<file path="src/rtl/dframe_tx_if.sv">
// UART-side handshake bundle for the transmit framer.
//   tx_din  : byte handed to the UART transmitter
//   tx_vld  : one-cycle strobe, tx_din valid in the same cycle
//   tx_busy : UART transmitter is shifting a byte (stop bit included)
// master = framer side, slave = UART transmitter side.
interface dframe_tx_if;
  logic [7:0] tx_din;
  logic       tx_vld;
  logic       tx_busy;

  modport master (output tx_din, output tx_vld, input tx_busy);
  modport slave  (input tx_din, input tx_vld, output tx_busy);
endinterface

</file>
<file path="src/rtl/dframe_tx.sv">
// Transmit-side framer for the Arduino serial link.
// Holds four 40-bit channel words and, on request, sends the selected word
// as a FRA-byte frame (MSB byte first) through the UART transmitter while
// holding the channel address stable until GUARD_CYC cycles after the last
// stop bit.
// Ports:
//   clk, rst          : clock, synchronous active-high reset
//   ch0..ch3_word     : channel words (temperature, humidity, pressure, force)
//   req[3:0]          : per-channel send request (latched, one cycle or longer)
//   tx                : UART handshake (tx_din / tx_vld out, tx_busy in)
//   add[1:0]          : channel address to the Arduino
//   busy              : frame in progress (LOAD through GUARD)
//   done              : one-cycle pulse when a frame completes
module dframe_tx #(
  parameter int FRA       = 5,
  parameter int GUARD_CYC = 16
) (
  input  logic               clk,
  input  logic               rst,
  input  logic [39:0]        ch0_word,
  input  logic [39:0]        ch1_word,
  input  logic [39:0]        ch2_word,
  input  logic [39:0]        ch3_word,
  input  logic [3:0]         req,
  dframe_tx_if.master        tx,
  output logic [1:0]         add,
  output logic               busy,
  output logic               done
);

  localparam int CW = (FRA > 1) ? $clog2(FRA) : 1;

  typedef enum logic [2:0] {IDLE, LOAD, SEND, WAIT_HI, WAIT_LO, GUARD} state_t;

  state_t        state_reg, state_next;
  logic [3:0]    pend_reg, pend_next;
  logic [1:0]    last_ch_reg, last_ch_next;
  logic [1:0]    ch_reg, ch_next;
  logic [CW-1:0] cnt_reg, cnt_next;
  logic [15:0]   gcnt_reg, gcnt_next;
  logic [39:0]   snap_reg, snap_next;
  logic [7:0]    tx_din_reg, tx_din_next;
  logic          tx_vld_reg, tx_vld_next;
  logic [1:0]    add_reg, add_next;
  logic          busy_reg, busy_next;
  logic          done_reg, done_next;

  logic [39:0]   words [4];
  logic [1:0]    cand [4];
  logic          sel_found;
  logic [1:0]    sel_ch;
  logic [3:0]    pend_clr;
  logic          last_byte;

  assign words[0] = ch0_word;
  assign words[1] = ch1_word;
  assign words[2] = ch2_word;
  assign words[3] = ch3_word;

  // Round-robin search order: last_ch+1, +2, +3, then last_ch itself (mod 4).
  genvar gi;
  generate
    for (gi = 0; gi < 4; gi++) begin : g_cand
      assign cand[gi] = last_ch_reg + 2'(gi + 1);
    end
  endgenerate

  always_comb begin
    sel_found = 1'b0;
    sel_ch    = last_ch_reg;
    for (int k = 0; k < 4; k++) begin
      if (!sel_found && pend_reg[cand[k]]) begin
        sel_found = 1'b1;
        sel_ch    = cand[k];
      end
    end
  end

  assign last_byte = (cnt_reg == CW'(FRA - 1));

  // State register
  always_ff @(posedge clk) begin
    if (rst) state_reg <= IDLE;
    else     state_reg <= state_next;
  end

  // Next-state logic
  always_comb begin
    state_next = state_reg;
    case (state_reg)
      IDLE:    if (|pend_reg) state_next = LOAD;
      LOAD:    state_next = SEND;
      SEND:    if (!tx.tx_busy) state_next = WAIT_HI;
      WAIT_HI: if (tx.tx_busy) state_next = WAIT_LO;
      WAIT_LO: if (!tx.tx_busy) state_next = last_byte ? GUARD : SEND;
      GUARD:   if (gcnt_reg == 16'd0) state_next = IDLE;
      default: state_next = IDLE;
    endcase
  end

  // Output / datapath next values
  always_comb begin
    pend_clr     = 4'b0000;
    last_ch_next = last_ch_reg;
    ch_next      = ch_reg;
    cnt_next     = cnt_reg;
    gcnt_next    = gcnt_reg;
    snap_next    = snap_reg;
    tx_din_next  = tx_din_reg;
    tx_vld_next  = 1'b0;
    add_next     = add_reg;
    busy_next    = busy_reg;
    done_next    = 1'b0;
    case (state_reg)
      IDLE: begin
        if (sel_found) ch_next = sel_ch;
      end
      LOAD: begin
        add_next     = ch_reg;
        last_ch_next = ch_reg;
        snap_next    = words[ch_reg];
        pend_clr     = 4'b0001 << ch_reg;
        cnt_next     = '0;
        busy_next    = 1'b1;
      end
      SEND: begin
        // The snapshot shifts left after each byte, so its top byte is
        // always byte number cnt of the original word.
        if (!tx.tx_busy) begin
          tx_din_next = snap_reg[39:32];
          snap_next   = {snap_reg[31:0], 8'h00};
          tx_vld_next = 1'b1;
        end
      end
      WAIT_LO: begin
        if (!tx.tx_busy) begin
          if (last_byte) gcnt_next = 16'(GUARD_CYC - 1);
          else           cnt_next  = cnt_reg + CW'(1);
        end
      end
      GUARD: begin
        if (gcnt_reg == 16'd0) begin
          done_next = 1'b1;
          busy_next = 1'b0;
        end else begin
          gcnt_next = gcnt_reg - 16'd1;
        end
      end
      default: ;
    endcase
    // A new request in the clearing cycle wins, re-queueing the channel.
    pend_next = (pend_reg & ~pend_clr) | req;
  end

  always_ff @(posedge clk) begin
    if (rst) begin
      pend_reg    <= 4'b0000;
      last_ch_reg <= 2'd3;
      ch_reg      <= 2'd0;
      cnt_reg     <= '0;
      gcnt_reg    <= 16'd0;
      snap_reg    <= 40'd0;
      tx_din_reg  <= 8'd0;
      tx_vld_reg  <= 1'b0;
      add_reg     <= 2'd0;
      busy_reg    <= 1'b0;
      done_reg    <= 1'b0;
    end else begin
      pend_reg    <= pend_next;
      last_ch_reg <= last_ch_next;
      ch_reg      <= ch_next;
      cnt_reg     <= cnt_next;
      gcnt_reg    <= gcnt_next;
      snap_reg    <= snap_next;
      tx_din_reg  <= tx_din_next;
      tx_vld_reg  <= tx_vld_next;
      add_reg     <= add_next;
      busy_reg    <= busy_next;
      done_reg    <= done_next;
    end
  end

  assign tx.tx_din = tx_din_reg;
  assign tx.tx_vld = tx_vld_reg;
  assign add       = add_reg;
  assign busy      = busy_reg;
  assign done      = done_reg;

endmodule
</file>
<file path="src/flat_wrapper.sv">
// flat-port wrapper written by rule: the top's interface ports become plain ports
module dframe_tx_flat 
#(
  parameter int FRA       = 5,
  parameter int GUARD_CYC = 16
)
  (clk, rst, ch0_word, ch1_word, ch2_word, ch3_word, req, add, busy, done, tx_tx_din, tx_tx_vld, tx_tx_busy);
  dframe_tx_if tx_i ();
  input  logic clk;
  input  logic rst;
  input  logic [39:0] ch0_word;
  input  logic [39:0] ch1_word;
  input  logic [39:0] ch2_word;
  input  logic [39:0] ch3_word;
  input  logic [3:0] req;
  output logic [1:0] add;
  output logic busy;
  output logic done;
  output wire logic [$bits(tx_i.tx_din)-1:0] tx_tx_din;
  output wire logic [$bits(tx_i.tx_vld)-1:0] tx_tx_vld;
  input wire logic [$bits(tx_i.tx_busy)-1:0] tx_tx_busy;
  assign tx_tx_din = tx_i.tx_din;
  assign tx_tx_vld = tx_i.tx_vld;
  assign tx_i.tx_busy = tx_tx_busy;
  dframe_tx #(.FRA(FRA), .GUARD_CYC(GUARD_CYC)) u_core (.clk(clk), .rst(rst), .ch0_word(ch0_word), .ch1_word(ch1_word), .ch2_word(ch2_word), .ch3_word(ch3_word), .req(req), .tx(tx_i), .add(add), .busy(busy), .done(done));
endmodule
</file>
<file path="config.mk">
export PLATFORM = sky130hd
export DESIGN_NAME = dframe_tx_flat
export DESIGN_NICKNAME = d
export VERILOG_FILES = /design/src/rtl/dframe_tx_if.sv /design/src/rtl/dframe_tx.sv /design/src/flat_wrapper.sv
export SDC_FILE = /design/constraint.sdc
export NUM_CORES = 1
export LEC_CHECK = 0
export CORE_UTILIZATION = 39
export DETAILED_ROUTE_END_ITERATION = 8
export PLACE_DENSITY = 0.73
export REMOVE_ABC_BUFFERS = 1
export SLEW_MARGIN = 25
export SYNTH_ARGS = -nofsm -noshare
export SYNTH_HDL_FRONTEND = slang
export SYNTH_SLANG_ARGS = --single-unit
</file>
<file path="constraint.sdc">
create_clock -name clk -period 4.3 [get_ports clk]
set_input_delay 0.86 -clock clk [delete_from_list [all_inputs] [get_ports clk]]
set_output_delay 0.86 -clock clk [all_outputs]
set_load 0.05 [all_outputs]
</file>
==> metrics.md, run 1 <==
| Metric | Value |
|---|---|
| Multi-input gate area | 2761 sq um |
| Synth Instances | 471 |
| Final net count | 797 |
| CTS-repair resized insts | 0 |
| Clock latency on the worst-skew pair | 330 ps |
| DRC Markers | 0 |
| Crit path max fanout | 13 |
| VDD IR max | 0.2220 mV |
| Internal power | 1.789 mW |
| Inst Count DP | 759 |
| Routed vias/inst | 5.372 |
| Max clock buf depth | 2 |
| WP data arrival | 3050 ps |
| Register area | 1667 sq um |
| Status | finished, final reports clean |
| Leakage | 2.345 nW |
| Synth Flop Type | dfxtp_1 |
| Clk pwr share | 0.306 |
| CTS sink count | 83 |
| Class of the worst hold path | flip-flop to flip-flop |
| Grt ovf | 0 |
| Layout cells sized above 1 | 0.1218 |
| Clock Skew | 6.032 ps |
| Hold-fix buffers at CTS | 0 |
| Cell Pwr Density | 380.1 nW/um^2 |
| Post-synth EDFFs | 0 |
| Fillers | 974 |
| Synthesized area per cell | 9.821 sq um |
| ANT nets after route | 0 |
| GPL Wtd Cong | 0.8008 |
| Final wirelength | 12.74 mm |
| Mapped cell area | 4626 sq um |
| Overall Global Routing Usage | 0.2126 |
| Max-slew violation count | 0 |
| Commonest non-fill, non-tap cell in the layout | clkdlybuf4s50_1 |
| Io pins | 180 |
| N_diodes | 0 |
| Largest net degree at the start of global routing | 65 |
| Sequential cell area fraction in the yosys report | 0.3592 |
| GR peak layer | met2 |
| Final setup vio count | 0 |
| Clock Tree Root | clkbuf_16 |
| Critical Path Start Type | input pin |
| Library cells used by synthesis | 47 |
| Switching Fraction | 0.3064 |
| First-pass GRT wire length | 21.11 mm |
| Final worst-path cycle share | 0.6460 |
| Die area | 12300 sq um |
| Worst Max-Slew Pin Slew | 945.8 ps |
| Placeable Area | 11470 sq um |
| CTS tree | yes |
| Final WS setup | 1522 ps |
| Max reg flops | 40 |
| M2 GR Usage | 0.3847 |
| Routed len/inst | 16.44 um |
| Initial DRC count | 155 |
| Crit-path most repeated cell | a21oi_1 |
| M3 GR Usage | 0.03609 |
| Total number of vias | 4163 |
| Initial cell density of the core | 0.4034 |
| Grt met1 use | 0.2604 |
| Ys async rst share | 0 |
| PortBufs | 179 |
| CTS H-tree depth | 3 |
| Hold Fails Final Rpt | 0 |
| Die height | 110.9 um |
| Max Clk Rate | 0.3600 GHz |
| Synth Warn # | 0 |
| Most frequent cells in the layout | 178 x clkdlybuf4s50_1, 81 x dfxtp_1, 51 x nor2_1, 42 x a21oi_1, 41 x nand2_1 |
| RSZ-0062 raised after global routing | false |
| Post-CTS Setup Inserts | 0 |
| Critical-path cell list | clkdlybuf4s50_1, and3b_2, o211ai_1, a21oi_1, a21bo_1, a21oi_1 |
| Hold WS | 452.3 ps |
| WP data required | 4570 ps |
| MaxCap Viol Count | 0 |
| Worst setup path class | input pin to flip-flop |
| Die width | 110.9 um |
| Combinational Power Share | 0.310 |
| Tmin final | 2778 ps |
| Final Non-Filler Cells | 775 |
| Clock transition at path regs | 70 ps |
| Post-synthesis sequential element count | 83 |
| Area delta synth->final | 46.69% |
| Sequential share of power | 0.384 |
| Vias in the first global route | 4384 |
| Pre-CTS setup slack | 1149 ps |
| Slowest CP cell | o211ai_1 |
| Initial antenna violation count | 0 |
| Final Power | 2.579 mW |
| Switching Power | 0.7902 mW |
| Dpl hpwl | 9.734 mm |
| DP Area | 6469 sq um |
| Core Rows | 39 |
| Slew HR | 0.3667 |
| CP peak stage delay | 750 ps |
| Drt first pass iters | 5 |
| Num CTS Buffers | 9 |
| CP Capture Type | flip-flop |
| Finished layout cell area | 6785 sq um |
==> power groups by stage <==
stage	clock [mW]	sequential, mW	combinational [mW]
final	0.790	0.990	0.799
after global routing	0.836	1.01	0.883
after CTS	0.801	0.992	0.814
after detailed placement	0	1.01	0.809
after global placement	0	1.00	0.789
after floorplan	0	1.02	0.501
==> critical path: cells and delay by family <==
| family | cells | cell delay (ps) |
|---|---|---|
| AOI/OAI and AO/OA | 4 | 1330 |
| buffers and inverters | 1 | 610 |
| and+or+nand+nor | 1 | 240 |
==> per-layer routing <==
metal | routed length [um] | share of wire | up-vias
met4 | 136 | 0.011 | 0
met3 | 518 | 0.041 | 10
met5 | 0 | 0 | -
met2 | 6479 | 0.51 | 90
met1 | 5608 | 0.44 | 1989
li1 | - | - | 2074
==> area by class of cell <==
cell class / count / area share
tap: 143 / 0.02637
sequential: 83 / 0.2456
multi-input combinational: 338 / 0.4070
timing repair buffer: 185 / 0.2700
clock buffer: 9 / 0.03319
clock inverter: 7 / 0.01235
inverter: 10 / 0.005532
==> worst paths after layout <==
kind / endpoint / depth (start not counted) / slack [ps] / startpoint
setup / recovery: u_core.gcnt_reg[7] / 6 / 1520 / tx_tx_busy
hold / removal: u_core.tx.tx_din[1] / 2 / 450 / u_core.tx.tx_din[1]
setup reg to reg: u_core.snap_reg[16] / 7 / 1790 / u_core.state_reg[1]
hold reg to reg: u_core.tx.tx_din[1] / 2 / 450 / u_core.tx.tx_din[1]
==> cell usage after synthesis (2+ instances only) <==
cell	instances	area [sq um]
dfxtp_1	83	1662
nor2_1	51	191.4
a21oi_1	42	210.2
nand2_1	42	157.7
mux4_2	40	900.9
a211oi_1	37	277.8
mux2i_1	33	330.3
clkbuf_1	26	97.59
nand3_1	15	75.07
inv_1	10	37.54
buf_2	8	40.04
o21ai_0	8	40.04
nor3_1	7	35.03
xnor2_1	7	61.31
or3_1	6	37.54
nor4_1	5	31.28
buf_1	4	15.01
nor3b_1	4	30.03
ha_1	3	37.54
or4_1	3	22.52
nand2b_1	2	12.51
nand3b_1	2	15.01
nor2b_1	2	12.51
nor4_4	2	42.54
o221ai_1	2	17.52
o22ai_1	2	12.51
o31ai_1	2	15.01
or2_2	2	12.51
or4_4	2	22.52
xor2_1	2	17.52
==> cells by family after synthesis <==
kind of cell / share of synthesized area
flip-flops: 0.3592
AND/OR/NAND/NOR: 0.1639
AO/OA/AOI/OAI: 0.1390
XOR/XNOR: 0.01704
buffers and inverters: 0.04652
adder cells (fa/ha/maj): 0.008116
multiplexers: 0.2662
==> through the flow <==
step                      TNS, ps  utilization
after floorplan           -102900            -
after global placement          0       0.5641
after detailed placement        0       0.5641
after CTS                       0       0.5911
after global routing            0       0.5917
final                           0       0.5917
(Power assumes the default switching activity.)
==> inputs of run 2 (changes only) <==
==> constraint.sdc (replaced) <==
create_clock -name clk -period 2.7 [get_ports clk]
set_input_delay 0.54 -clock clk [delete_from_list [all_inputs] [get_ports clk]]
set_output_delay 0.54 -clock clk [all_outputs]
set_load 0.05 [all_outputs]
==> run 2 against run 1 <==
Against the previous run:
- sequential cell count is the same
- die area is the same
- sequential power grew 59%
- via count grew 2.7%
- critical path depth grew 1
- core utilization grew 0.68 points
- sequential share of layout area shrank 0.31 points
- critical path type unchanged
==> metrics.md, run 2 (synthesized netlist as in run 1, its figures left out) <==
| Metric | Value |
|---|---|
| WHS Path Cells | 2 (unchanged) |
| GPL Wtd Cong | 0.7949 (was 0.8008) |
| Clock latency on the worst-skew pair | 330 ps (about the same) |
| Multi-input gate area | 2756 sq um (was 2761 sq um) |
| CTS H-tree depth | 3 (unchanged) |
| Placeable Area | 11470 sq um (unchanged) |
| Post-CTS Setup Inserts | 0 (unchanged) |
| Initial cell density of the core | 0.4034 (unchanged) |
| Final wirelength | 13.22 mm (was 12.74 mm) |
| Routed len/inst | 16.86 um (was 16.44 um) |
| Crit path buffers/inverters | 2 (was 1) |
| Hold-fix buffers at CTS | 0 (unchanged) |
| Register area | 1664 sq um (was 1667 sq um) |
| Final setup vio count | 0 (unchanged) |
| Critical-path cell list | clkdlybuf4s50_1, and3b_2, o211ai_1, buf_4, a2111oi_0, xnor2_1, nor2_1 (was clkdlybuf4s50_1, and3b_2, o211ai_1, a21oi_1, a21bo_1, a21oi_1) |
| Setup TNS | 0 ps (unchanged) |
| Slew HR | 0.3769 (was 0.3667) |
| Leakage | 2.389 nW (was 2.345 nW) |
| Largest net degree at the start of global routing | 65 (unchanged) |
| ANT nets after route | 0 (unchanged) |
| Hold WS | 451.0 ps (was 452.3 ps) |
| Routed vias/inst | 5.455 (was 5.372) |
| Initial DRC count | 223 (was 155) |
| Tmin final | 2100 ps |
| Drt first pass iters | 4 (was 5) |
| Dpl hpwl | 10.18 mm (was 9.734 mm) |
| N_diodes | 0 (unchanged) |
| Slowest CP cell | a2111oi_0 (was o211ai_1) |
| Fillers | 1000 (was 974) |
| Core Rows | 39 (unchanged) |
| Final Non-Filler Cells | 784 (was 775) |
| Area delta synth->final | 48.36% (was 46.69%) |
| Overall Global Routing Usage | 0.2203 (was 0.2126) |
| Commonest non-fill, non-tap cell in the layout | clkdlybuf4s50_1 (unchanged) |
| Max Clk Rate | 0.4762 GHz |
| PortBufs | 179 (unchanged) |
| Most frequent cells in the layout | 178 x clkdlybuf4s50_1, 81 x dfxtp_1, 51 x nor2_1, 42 x a21oi_1, 41 x nand2_1 (unchanged) |
| Clock transition at path regs | 60 ps (was 70 ps) |
| Inst Count DP | 768 (was 759) |
| R2R cell count | 5 (was 7) |
| MaxCap Viol Count | 0 (unchanged) |
| Critical Path Start Type | input pin (unchanged) |
| CTS-repair resized insts | 0 (unchanged) |
| Num CTS Buffers | 9 (unchanged) |
| Final net count | 806 (was 797) |
| CP Capture Type | flip-flop (unchanged) |
| Max-slew violation count | 0 (unchanged) |
| Max clock buf depth | 2 (unchanged) |
| Die width | 110.9 um (unchanged) |
| Cell Pwr Density | 603.4 nW/um^2 (was 380.1 nW/um^2) |
| WP data arrival | 2320 ps (was 3050 ps) |
| VDD IR max | 0.3429 mV (was 0.2220 mV) |
| Final worst-path cycle share | 0.7778 |
| Die height | 110.9 um (unchanged) |
| Layout cells sized above 1 | 0.1342 (was 0.1218) |
| Worst setup path class | input pin to flip-flop (unchanged) |
| Critical path's top delay family | buffers and inverters (was compound AO/OA/AOI/OAI gates) |
| RSZ-0062 raised after global routing | false (unchanged) |
| Worst Max-Slew Pin Slew | 934.6 ps (was 945.8 ps) |
| DRC Markers | 0 (unchanged) |
| Total number of vias | 4277 (was 4163) |
| Class of the worst hold path | flip-flop to flip-flop (unchanged) |
| Grt ovf | 0 (unchanged) |
| Initial antenna violation count | 0 (unchanged) |
| CTS sink count | 83 (unchanged) |
| Clock Tree Root | clkbuf_16 (unchanged) |
| Crit path max fanout | 10 (was 13) |
| Io pins | 180 (unchanged) |
| Clock Skew | 5.532 ps (was 6.032 ps) |
| Die area | 12300 sq um (unchanged) |
| Worst reg2reg setup slack | 660 ps (was 1790 ps) |
| Status | finished, final reports clean (unchanged) |
| First-pass GRT wire length | 21.66 mm (was 21.11 mm) |
| CTS tree | yes (unchanged) |
| Vias in the first global route | 4466 (was 4384) |
| CP peak stage delay | 480 ps (was 750 ps) |
| Max reg flops | 40 (unchanged) |
| Hold Fails Final Rpt | 0 (unchanged) |
| Instance count on the critical path | 7 (was 6) |
| WP data required | 2920 ps (was 4570 ps) |
run 2: where the power goes:
part / internal [mW] / switching [mW]
Clock: 0.723 / 0.511
Combinational: 0.761 / 0.573
Sequential: 1.40 / 0.178
Total: 2.88 / 1.26
run 2: worst register-to-register path: stages, from the launching register on:
cell and delay [ps]:
dfxtp_1 340, or4_4 570, nor4_4 470, a21oi_1 210
a21bo_1 240, a21oi_1 140
run 2: cell type report:
class                   count  share of cell area
multi-input cells         338              0.4016
clock inverters             7             0.01112
flip-flops and latches     83              0.2425
inverters                  10            0.005469
well taps                 143             0.02607
repair buffers            194              0.2804
clock buffers               9             0.03282
run 2: through the flow:
stage / util / area (sq um) / power (mW) / worst slack (ps)
3_3_place_gp: 0.5722 / 6561 / 2.901 / 308.1
6_report: 0.5985 / 6863 / 4.141 / 600.1
2_1_floorplan: - / 4448 / 2.418 / -4153
5_1_grt: 0.5985 / 6863 / 4.375 / 494.5
4_1_cts: 0.5985 / 6863 / 4.173 / 634.0
3_5_place_dp: 0.5722 / 6561 / 2.938 / 288.4
run 2: worst paths after layout:
check,end,start
min reg2reg,u_core.tx.tx_din[0],u_core.snap_reg[32]
max reg2reg,u_core.gcnt_reg[7],u_core.gcnt_reg[11]
max,u_core.gcnt_reg[5],tx_tx_busy
min,u_core.tx.tx_din[0],u_core.snap_reg[32]
run 2: layer usage:
layer  share of wire  vias up  GRT usage
met5               0        -          0
met4           0.020        0    0.07733
met3           0.060       18    0.05796
met2            0.51      129     0.3863
met1            0.41     2035     0.2586
li1                -     2095          -
